**config.mk**
```make
export PLATFORM = sky130hd
export DESIGN_NAME = md_sequencer_flat
export DESIGN_NICKNAME = d
export VERILOG_FILES = /design/src/rtl/md_pkg.sv /design/src/rtl/md_sequencer_if.sv /design/src/rtl/md_div_core.sv /design/src/rtl/md_sequencer.sv /design/src/flat_wrapper.sv
export SDC_FILE = /design/constraint.sdc
export NUM_CORES = 2
export LEC_CHECK = 0
export ABC_CLOCK_PERIOD_IN_PS = 20200
export CORE_MARGIN = 2
export CORE_UTILIZATION = 35
export CTS_BUF_LIST = sky130_fd_sc_hd__clkbuf_8
export CTS_CLUSTER_SIZE = 16
export DETAILED_ROUTE_END_ITERATION = 10
export PLACE_DENSITY_LB_ADDON = 0.3
export SETUP_SLACK_MARGIN = 0.1
export SYNTH_ARGS = -nofsm -noshare
export SYNTH_HDL_FRONTEND = slang
export SYNTH_SLANG_ARGS = --single-unit
```
**constraint.sdc**
```tcl
create_clock -name clk -period 20.2 [get_ports clk]
set_input_delay 4.04 -clock clk [delete_from_list [all_inputs] [get_ports clk]]
set_output_delay 4.04 -clock clk [all_outputs]
set_load 0.005 [all_outputs]
```
**src/rtl/md_pkg.sv**
```systemverilog
// Shared encodings and defaults for the EX-stage multiply/divide sequencer.
// Latency: n/a (types, constants and a magnitude helper only).
// Backpressure: n/a.
package md_pkg;

    // Decoded MD function codes as issued by the controller.
    typedef enum logic [2:0] {
        MD_NONE = 3'd0,
        MD_MTHI = 3'd1,
        MD_MTLO = 3'd2,
        MD_MUL  = 3'd3,
        MD_DIV  = 3'd4
    } md_func_e;

    typedef enum logic [1:0] {
        IDLE = 2'd0,
        MUL  = 2'd1,
        DIV  = 2'd2,
        FIX  = 2'd3
    } md_state_e;

    localparam int MD_MUL_LATENCY = 5;
    localparam int MD_DIV_STEPS   = 32;

    // Two's-complement magnitude when signed; 0x80000000 maps to itself,
    // which is the correct unsigned magnitude 2^31.
    function automatic logic [31:0] md_abs(input logic [31:0] v, input logic sgn);
        return (sgn && v[31]) ? (~v + 32'd1) : v;
    endfunction

endpackage

```
**src/rtl/md_sequencer_if.sv**
```systemverilog
// Bundle of EX-stage request, hazard and HI/LO result signals for md_sequencer.
// Latency: n/a (wires only).
// Backpressure: busy/stall_req tell the pipeline to hold its request.
// Ports: master = pipeline side (drives request), slave = sequencer side.
interface md_sequencer_if;
    import md_pkg::*;

    logic        start_valid;
    logic [2:0]  md_func;
    logic        md_sign;
    logic [31:0] op_a;
    logic [31:0] op_b;
    logic        hi_rd;
    logic        lo_rd;
    logic        cancel;
    logic        busy;
    logic        stall_req;
    logic [31:0] hi;
    logic [31:0] lo;
    logic [31:0] md_result;

    modport master (
        output start_valid, md_func, md_sign, op_a, op_b, hi_rd, lo_rd, cancel,
        input  busy, stall_req, hi, lo, md_result
    );

    modport slave (
        input  start_valid, md_func, md_sign, op_a, op_b, hi_rd, lo_rd, cancel,
        output busy, stall_req, hi, lo, md_result
    );

endinterface

```
**src/rtl/md_div_core.sv**
```systemverilog
// Iterative unsigned restoring divider, one quotient bit per step.
// Latency: DIV_STEPS enabled steps after load; o_done marks the final step.
// Backpressure: none; steps only advance while i_step is high.
// Ports: clk/reset, i_load + magnitudes, i_step, o_done, o_quot, o_rem.
module md_div_core
    import md_pkg::*;
#(
    parameter int DIV_STEPS = MD_DIV_STEPS
) (
    input  logic        clk,
    input  logic        reset,
    input  logic        i_load,
    input  logic [31:0] i_dividend,
    input  logic [31:0] i_divisor,
    input  logic        i_step,
    output logic        o_done,
    output logic [31:0] o_quot,
    output logic [31:0] o_rem
);
    localparam int CW = $clog2(DIV_STEPS + 1);

    logic [CW-1:0] r_cnt;
    logic [31:0]   r_quo;
    logic [31:0]   r_rem;
    logic [31:0]   r_div;

    logic [32:0]   w_rem_sh;
    logic          w_fits;
    logic [31:0]   w_sub;
    logic          w_active;

    // Shift the next dividend bit into the partial remainder. The shifted
    // value can reach 33 bits, but once the divisor fits the difference is
    // below the divisor, so a 32-bit subtract is exact.
    assign w_rem_sh = {r_rem, r_quo[31]};
    assign w_fits   = (w_rem_sh >= {1'b0, r_div});
    assign w_sub    = w_rem_sh[31:0] - r_div;
    assign w_active = i_step && (r_cnt != '0);

    // Asserted during the last step: quotient/remainder are final next cycle.
    assign o_done = w_active && (r_cnt == CW'(1));
    assign o_quot = r_quo;
    assign o_rem  = r_rem;

    always_ff @(posedge clk) begin
        if (reset) begin
            r_cnt <= '0;
            r_quo <= '0;
            r_rem <= '0;
            r_div <= '0;
        end else if (i_load) begin
            r_cnt <= CW'(DIV_STEPS);
            r_quo <= i_dividend;
            r_rem <= '0;
            r_div <= i_divisor;
        end else if (w_active) begin
            r_cnt <= r_cnt - CW'(1);
            r_rem <= w_fits ? w_sub : w_rem_sh[31:0];
            r_quo <= {r_quo[30:0], w_fits};
        end
    end

endmodule

```
**src/rtl/md_sequencer.sv**
```systemverilog
// Owns HI/LO in EX: mthi/mtlo writes, fixed-latency multiply, 32-step divide.
// Latency: mthi/mtlo 1 edge; mult MUL_LATENCY busy cycles; div 33 (div-by-0: 1).
// Backpressure: busy/stall_req hold the front end; new requests are ignored while busy.
// Ports: clk, reset (sync, active-high), md (slave modport: request in, HI/LO/hazard out).
module md_sequencer
    import md_pkg::*;
#(
    parameter int MUL_LATENCY = MD_MUL_LATENCY,
    parameter int DIV_STEPS   = MD_DIV_STEPS
) (
    input  logic          clk,
    input  logic          reset,
    md_sequencer_if.slave md
);
    md_state_e   r_state;
    logic        r_busy;
    logic [3:0]  r_cnt;
    logic        r_sign;
    logic [31:0] r_a;
    logic [31:0] r_b;
    logic        r_dz;
    logic [31:0] r_hi;
    logic [31:0] r_lo;

    logic        w_go;
    logic        w_div_load;
    logic        w_div_done;
    logic [31:0] w_div_q;
    logic [31:0] w_div_r;
    logic [63:0] w_a_ext;
    logic [63:0] w_b_ext;
    logic [63:0] w_prod;
    logic [31:0] w_fix_q;
    logic [31:0] w_fix_r;

    assign w_go       = md.start_valid && !md.cancel && (r_state == IDLE);
    assign w_div_load = w_go && (md.md_func == MD_DIV) && (md.op_b != 32'd0);

    // Sign-extend only for signed ops; the low 64 bits of a 64x64 product
    // are then the correct signed or unsigned 32x32 result.
    assign w_a_ext = {{32{r_sign & r_a[31]}}, r_a};
    assign w_b_ext = {{32{r_sign & r_b[31]}}, r_b};
    assign w_prod  = w_a_ext * w_b_ext;

    // Divide-by-zero bypasses the core and commits fixed values.
    assign w_fix_q = r_dz ? 32'hFFFF_FFFF :
                     (r_sign && (r_a[31] ^ r_b[31])) ? (~w_div_q + 32'd1) : w_div_q;
    assign w_fix_r = r_dz ? r_a :
                     (r_sign && r_a[31]) ? (~w_div_r + 32'd1) : w_div_r;

    md_div_core #(
        .DIV_STEPS (DIV_STEPS)
    ) u_div (
        .clk        (clk),
        .reset      (reset),
        .i_load     (w_div_load),
        .i_dividend (md_abs(md.op_a, md.md_sign)),
        .i_divisor  (md_abs(md.op_b, md.md_sign)),
        .i_step     (r_state == DIV),
        .o_done     (w_div_done),
        .o_quot     (w_div_q),
        .o_rem      (w_div_r)
    );

    always_ff @(posedge clk) begin
        if (reset) begin
            r_state <= IDLE;
            r_busy  <= 1'b0;
            r_cnt   <= '0;
            r_sign  <= 1'b0;
            r_a     <= '0;
            r_b     <= '0;
            r_dz    <= 1'b0;
            r_hi    <= '0;
            r_lo    <= '0;
        end else begin
            case (r_state)
                IDLE: begin
                    if (w_go) begin
                        case (md.md_func)
                            MD_MTHI: r_hi <= md.op_a;
                            MD_MTLO: r_lo <= md.op_a;
                            MD_MUL: begin
                                r_sign  <= md.md_sign;
                                r_a     <= md.op_a;
                                r_b     <= md.op_b;
                                r_cnt   <= 4'(MUL_LATENCY - 1);
                                r_state <= MUL;
                                r_busy  <= 1'b1;
                            end
                            MD_DIV: begin
                                r_sign  <= md.md_sign;
                                r_a     <= md.op_a;
                                r_b     <= md.op_b;
                                r_dz    <= (md.op_b == 32'd0);
                                r_state <= (md.op_b == 32'd0) ? FIX : DIV;
                                r_busy  <= 1'b1;
                            end
                            default: ;  // none and unused codes
                        endcase
                    end
                end
                MUL: begin
                    if (md.cancel) begin
                        r_state <= IDLE;
                        r_busy  <= 1'b0;
                    end else if (r_cnt == 4'd0) begin
                        r_hi    <= w_prod[63:32];
                        r_lo    <= w_prod[31:0];
                        r_state <= IDLE;
                        r_busy  <= 1'b0;
                    end else begin
                        r_cnt <= r_cnt - 4'd1;
                    end
                end
                DIV: begin
                    if (md.cancel) begin
                        r_state <= IDLE;
                        r_busy  <= 1'b0;
                    end else if (w_div_done) begin
                        r_state <= FIX;
                    end
                end
                FIX: begin
                    if (!md.cancel) begin
                        r_lo <= w_fix_q;
                        r_hi <= w_fix_r;
                    end
                    r_state <= IDLE;
                    r_busy  <= 1'b0;
                end
                default: begin
                    r_state <= IDLE;
                    r_busy  <= 1'b0;
                end
            endcase
        end
    end

    assign md.busy      = r_busy;
    assign md.hi        = r_hi;
    assign md.lo        = r_lo;
    assign md.stall_req = r_busy && (md.hi_rd || md.lo_rd ||
                                     (md.start_valid && (md.md_func != 3'd0)));
    assign md.md_result = md.hi_rd ? r_hi : (md.lo_rd ? r_lo : 32'd0);

endmodule

```
**src/flat_wrapper.sv**
```systemverilog
// flat-port wrapper written by rule: the top's interface ports become plain ports
module md_sequencer_flat import md_pkg::*;
#(
    parameter int MUL_LATENCY = MD_MUL_LATENCY,
    parameter int DIV_STEPS   = MD_DIV_STEPS
)
  (clk, reset, md_start_valid, md_md_func, md_md_sign, md_op_a, md_op_b, md_hi_rd, md_lo_rd, md_cancel, md_busy, md_stall_req, md_hi, md_lo, md_md_result);
  md_sequencer_if md_i ();
  input  logic clk;
  input  logic reset;
  input wire logic [$bits(md_i.start_valid)-1:0] md_start_valid;
  input wire logic [$bits(md_i.md_func)-1:0] md_md_func;
  input wire logic [$bits(md_i.md_sign)-1:0] md_md_sign;
  input wire logic [$bits(md_i.op_a)-1:0] md_op_a;
  input wire logic [$bits(md_i.op_b)-1:0] md_op_b;
  input wire logic [$bits(md_i.hi_rd)-1:0] md_hi_rd;
  input wire logic [$bits(md_i.lo_rd)-1:0] md_lo_rd;
  input wire logic [$bits(md_i.cancel)-1:0] md_cancel;
  output wire logic [$bits(md_i.busy)-1:0] md_busy;
  output wire logic [$bits(md_i.stall_req)-1:0] md_stall_req;
  output wire logic [$bits(md_i.hi)-1:0] md_hi;
  output wire logic [$bits(md_i.lo)-1:0] md_lo;
  output wire logic [$bits(md_i.md_result)-1:0] md_md_result;
  assign md_i.start_valid = md_start_valid;
  assign md_i.md_func = md_md_func;
  assign md_i.md_sign = md_md_sign;
  assign md_i.op_a = md_op_a;
  assign md_i.op_b = md_op_b;
  assign md_i.hi_rd = md_hi_rd;
  assign md_i.lo_rd = md_lo_rd;
  assign md_i.cancel = md_cancel;
  assign md_busy = md_i.busy;
  assign md_stall_req = md_i.stall_req;
  assign md_hi = md_i.hi;
  assign md_lo = md_i.lo;
  assign md_md_result = md_i.md_result;
  md_sequencer #(.MUL_LATENCY(MUL_LATENCY), .DIV_STEPS(DIV_STEPS)) u_core (.clk(clk), .reset(reset), .md(md_i));
endmodule
```
# Word level (Yosys, flattened, before mapping)
# Cells that the tools add are included.
[word_totals] in_bits=74 latchBits=0 ram_bits=0 elab_cells=128 memories=0 reg_bits=239 mem_bits_ro=0
[classes] n_reduce_logical=33 order_cmp=1 eq_ne=21 addsub=7 bitwise_logic=7 shifts=0 muxes=44 multipliers=1 n_div=0
[ops] op="$mux W32" count=21
[ops] op="$pmux W32 S3" count=2
[ops] op="$add A32 B1 Y32 const B" count=4
[ops] op="$not A32 Y32" count=4
[ops] op="$mul A33 B33 Y64" count=1
[ops] op="$ge A33 B32 Y1" count=1
[ops] op="$logic_not A32 Y1" count=1
[ops] op="$reduce_bool A32 Y1" count=1
[ops] op="$sub A32 B32 Y32" count=1
[ops] op="$mux W4" count=4
[ops] op="$ne A2 B2 Y1 const B" count=8
[ops] op="$logic_and A1 B1 Y1" count=12
[ops] op="$mux W6" count=2
[ops] op="$reduce_and A6 Y1" count=2
[ops] op="$mux W2" count=5
[ops] op="$pmux W2 S4" count=1
[ops] op="$pmux W4 S2" count=1
[ops] op="$reduce_and A4 Y1" count=2
[ops] op="$eq A3 B2 Y1 const B" count=2
[ops] op="$eq A6 B1 Y1 const B" count=1
[ops] op="$mux W1" count=6
[ops] op="$ne A3 B2 Y1 const B" count=2
[ops] op="$reduce_and A3 Y1" count=2
[ops] op="$reduce_bool A3 Y1" count=2
[ops] op="20 further kinds" count=26

# Logic depth before layout (Yosys ltp)
[depth] word_depth=6 ltp_mapped=32 ltp_nobuf=29

# Modules after synthesis
# A second synthesis with hierarchy kept.
[unflattened] cells_unflattened=6371 area_unflattened_um2=53390.0
[by_module_without_submodules] mod="md_sequencer" area_each_um2=47242.8 n_inst=1 seq_area_each_um2=2742.6 cells_per_inst=5541
[by_module_without_submodules] mod="md_div_core" area_each_um2=6147.1 n_inst=1 seq_area_each_um2=2042.0 cells_per_inst=830

# Least setup slack after synthesis
# Ideal clock, no wire load.
[synth_timing] path_type="input to output" startpoint="input port md_lo_rd" endpoint="output port md_md_result[10]" n_path_buf=2 slack_ps=11422 cell_stages=4 t_arrival_ps=4738 path_cell_list="clkbuf_1 clkbuf_1 nand2_1 o21ai_0"
[synth_via] elab_chain_len=2
[synth_rtl] element="start: declaration" line_no="flat_wrapper.sv:17" rtl="input wire logic [$bits(md_i.lo_rd)-1:0] md_lo_rd;"
[synth_rtl] element="$mux W32 (2 in a row)" line_no="md_sequencer.sv:145" rtl="assign md.md_result = md.hi_rd ? r_hi : (md.lo_rd ? r_lo : 32'd0);"
[synth_rtl] element="end: declaration" line_no="flat_wrapper.sv:23" rtl="output wire logic [$bits(md_i.md_result)-1:0] md_md_result;"
# No other way between the ends.

# Worst setup path after layout
[layout_timing] startpoint="input port md_lo_rd" endpoint="output port md_md_result[2]"
# Same word-level chain as after synthesis.

==> flow_summary.yaml <==
placement:
  dpl.cell_count: 8126
  post-dp-hpwl_mm: 128
  portBuffers: 171
  gp_congestion: 0.905
run_status:
  status: "complete, no violations"
worst_setup_path:
  rr_worst_depth: 28
  start_kind: "primary input"
  r2r-start: "u_core.r_a[31]$_SDFFE_PP0P_"
  worstPathCellList: "clkdlybuf4s50_1 > buf_4 > nand2_1 > o21ai_0 > clkdlybuf4s50_1"
  timing.reg2reg.setup_slack_ps: 10570
  path_common_cell: "clkdlybuf4s50_1"
  critPathSlowestCell: "clkdlybuf4s50_1"
  cp.required_ps: 16160
  arrival_ps: 5700
  crit_fanout: 33
  startpoint: "md_lo_rd"
  critPathKind: "in -> out"
  slowest_delay_ps: 530
  endpoint_kind: "output port"
  rr_endpoint: "u_core.md.hi[30]$_SDFFE_PP0P_"
timing:
  slew_violations: 0
  setup_viol_count_final: 0
  fin_setup_tns_ps: 0
  finClkSkew_ps: 19.7
  hold_viol: 0
  post-route-period-util: 0.482
  max_clock_freq_mhz: 103
  hold-worst-slack_ps: 454
  period_needed_ps: 9740
  max_slew_margin: 0.151
  tightest_slew_ps: 1270
  rsz0062_at_grt: "false"
detailed_routing:
  drt_pre_antenna_iters: 6
  drt-initial-drc-count: 2947
  final_antenna_net_count: 0
  drt_drc_violations_left: 0
  viasPerCell: 5.10
  wl_per_cell_um: 19.5
  drt-total-wl_mm: 160
  via_count: 41900
logic_synthesis:
  synth-seq-cells: 239
  yosys_warnings: 0
  synth_fp_nets: 7703
  ys_seq_area_frac: 0.0907
  async_reset_ff_frac: 0
  synth-edff-count: 0
  syn_avg_cell_area_um2: 8.44
  synthFlopType: "dfxtp_1"
  syn_area_um2: 52800
  synth_cell_types: 91
  syn_inst: 6250
cts:
  cts_buffers: 42
  cts_tree: "built"
  cts_resized: 0
  clock_latency_ps: 590
  h-tree-depth: 2
  clk_pin_slew_worst_paths_ps: 60
  ctsRootBufferMaster: "clkbuf_8"
  hold_buffers: 0
  cts_max_path_buffers: 3
  cts.sinks: 239
  post-cts-setup-buffer-count: 0
finish:
  final_cells: 8203
  area_growth_syn_to_layout_pct: 8.00
  most-common-layout-cells: "inv_1, fa_1, nand2_1"
  layout-drive-gt1-share: 0.0336
  nets: 7607
  nFillCells: 15400
  layout_commonest_cell: "inv_1"
  post-route-util: 0.380
grt:
  grt_overflow: 0
  grt_max_degree: 82
  grt_use_total: 0.213
  grt_pass1_vias: 43800
  grt_pass1_wl_mm: 255
  antenna_found_initial: 8
job:
  drv_cap: 0
hold_path:
  whs_endpoint: "u_core.r_b[14]$_SDFFE_PP0P_"
  hp-start: "u_core.r_b[14]$_SDFFE_PP0P_"
  holdPathStages: 2
  hold_class: "reg -> reg"
power:
  ir_worst_vdd_mv: 0.0431
  p_leak_nw: 25.9
  power_mw: 1.37
  p_per_area_nw_per_um2: 24.1
floorplanning:
  placementRows: 142
  dieArea_um2: 154000
  io_pins: 172
  die_h_um: 392
  core_area_um2: 150000
  start_util: 0.352
  die_width_um: 392
layer usage:
layer / track usage / up-vias / part of all wire
li1: - / 18800 / -
met1: 0.287 / 21600 / 0.42
met2: 0.361 / 1242 / 0.49
met3: 0.0249 / 219 / 0.061
met4: 0.0544 / 2 / 0.029
met5: 0 / - / 0.000075
worst max path at each step:
stage	to	slack, ps	cells after the start
after floorplan	md_md_result[10]	11420	4
after global placement	md_md_result[14]	10490	5
after detailed placement	md_md_result[2]	10430	5
after CTS	md_md_result[2]	10440	5
after global routing	u_core.md.hi[24]$_SDFFE_PP0P_	10050	28
final	md_md_result[2]	10460	5
final cells by class:
cell class | instances | area [um2] | share of cell area
multi-input cells | 4414 | 41900 | 0.736
flip-flops and latches | 239 | 4800 | 0.0842
inverters | 1199 | 4500 | 0.0790
well taps | 2016 | 2520 | 0.0443
repair buffers | 258 | 2360 | 0.0414
clock buffers | 58 | 798 | 0.0140
clock inverters | 16 | 65.1 | 0.00114
diodes | 3 | 7.51 | 0.000132
cell usage after synthesis (all sizes together) (36+ instances only):
master | count | area (um2)
clkbuf | 368 | 1380
dfxtp | 239 | 4780
fa | 1126 | 22500
o211ai | 36 | 270
a22oi | 37 | 283
o21ai | 185 | 926
inv | 1199 | 4500
nor3 | 48 | 250
ha | 253 | 3170
and2 | 358 | 2240
xor2 | 90 | 788
a211oi | 52 | 400
a21o | 42 | 315
nor2 | 259 | 1020
nand2 | 1112 | 4190
xnor2 | 129 | 1130
a21oi | 310 | 1570
power breakdown:
group          internal (mW)  switching, mW
Sequential             0.484         0.0167
Combinational          0.129          0.268
Clock                  0.253          0.221
worst max-delay path: cells and delay by family:
family,cells,cell delay (ps)
and+or+nand+nor,1,120
buffers and inverters,3,1350
AOI/OAI and AO/OA,1,170
cells by family after synthesis:
logic type,after synthesis,synth area share
buf+inv,1597,0.115
flops,239,0.0907
simple gates,1980,0.171
xor+xnor,219,0.0364
mux,15,0.00285
compound gates,821,0.0971
fa+ha+maj,1379,0.487
registers in the layout, summed over array words and instances (netlist names):
register and count:
u_core.r_sign 1, u_core.md.busy 1, u_core.u_div.r_div 32, u_core.r_a 32, u_core.r_b 32, u_core.md.lo 32
u_core.md.hi 32, u_core.u_div.r_cnt 6, u_core.u_div.o_quot 32, u_core.r_dz 1, u_core.r_cnt 4, u_core.r_state 2
u_core.u_div.o_rem 32
through the flow:
step	worst slack, ps	instance area (um2)
CTS	10440	57000
detailed placement	10430	56100
global placement	10490	56100
floorplan	11420	52800
finish	10460	57000
global route	10050	57000
(Power assumes the default switching activity.)
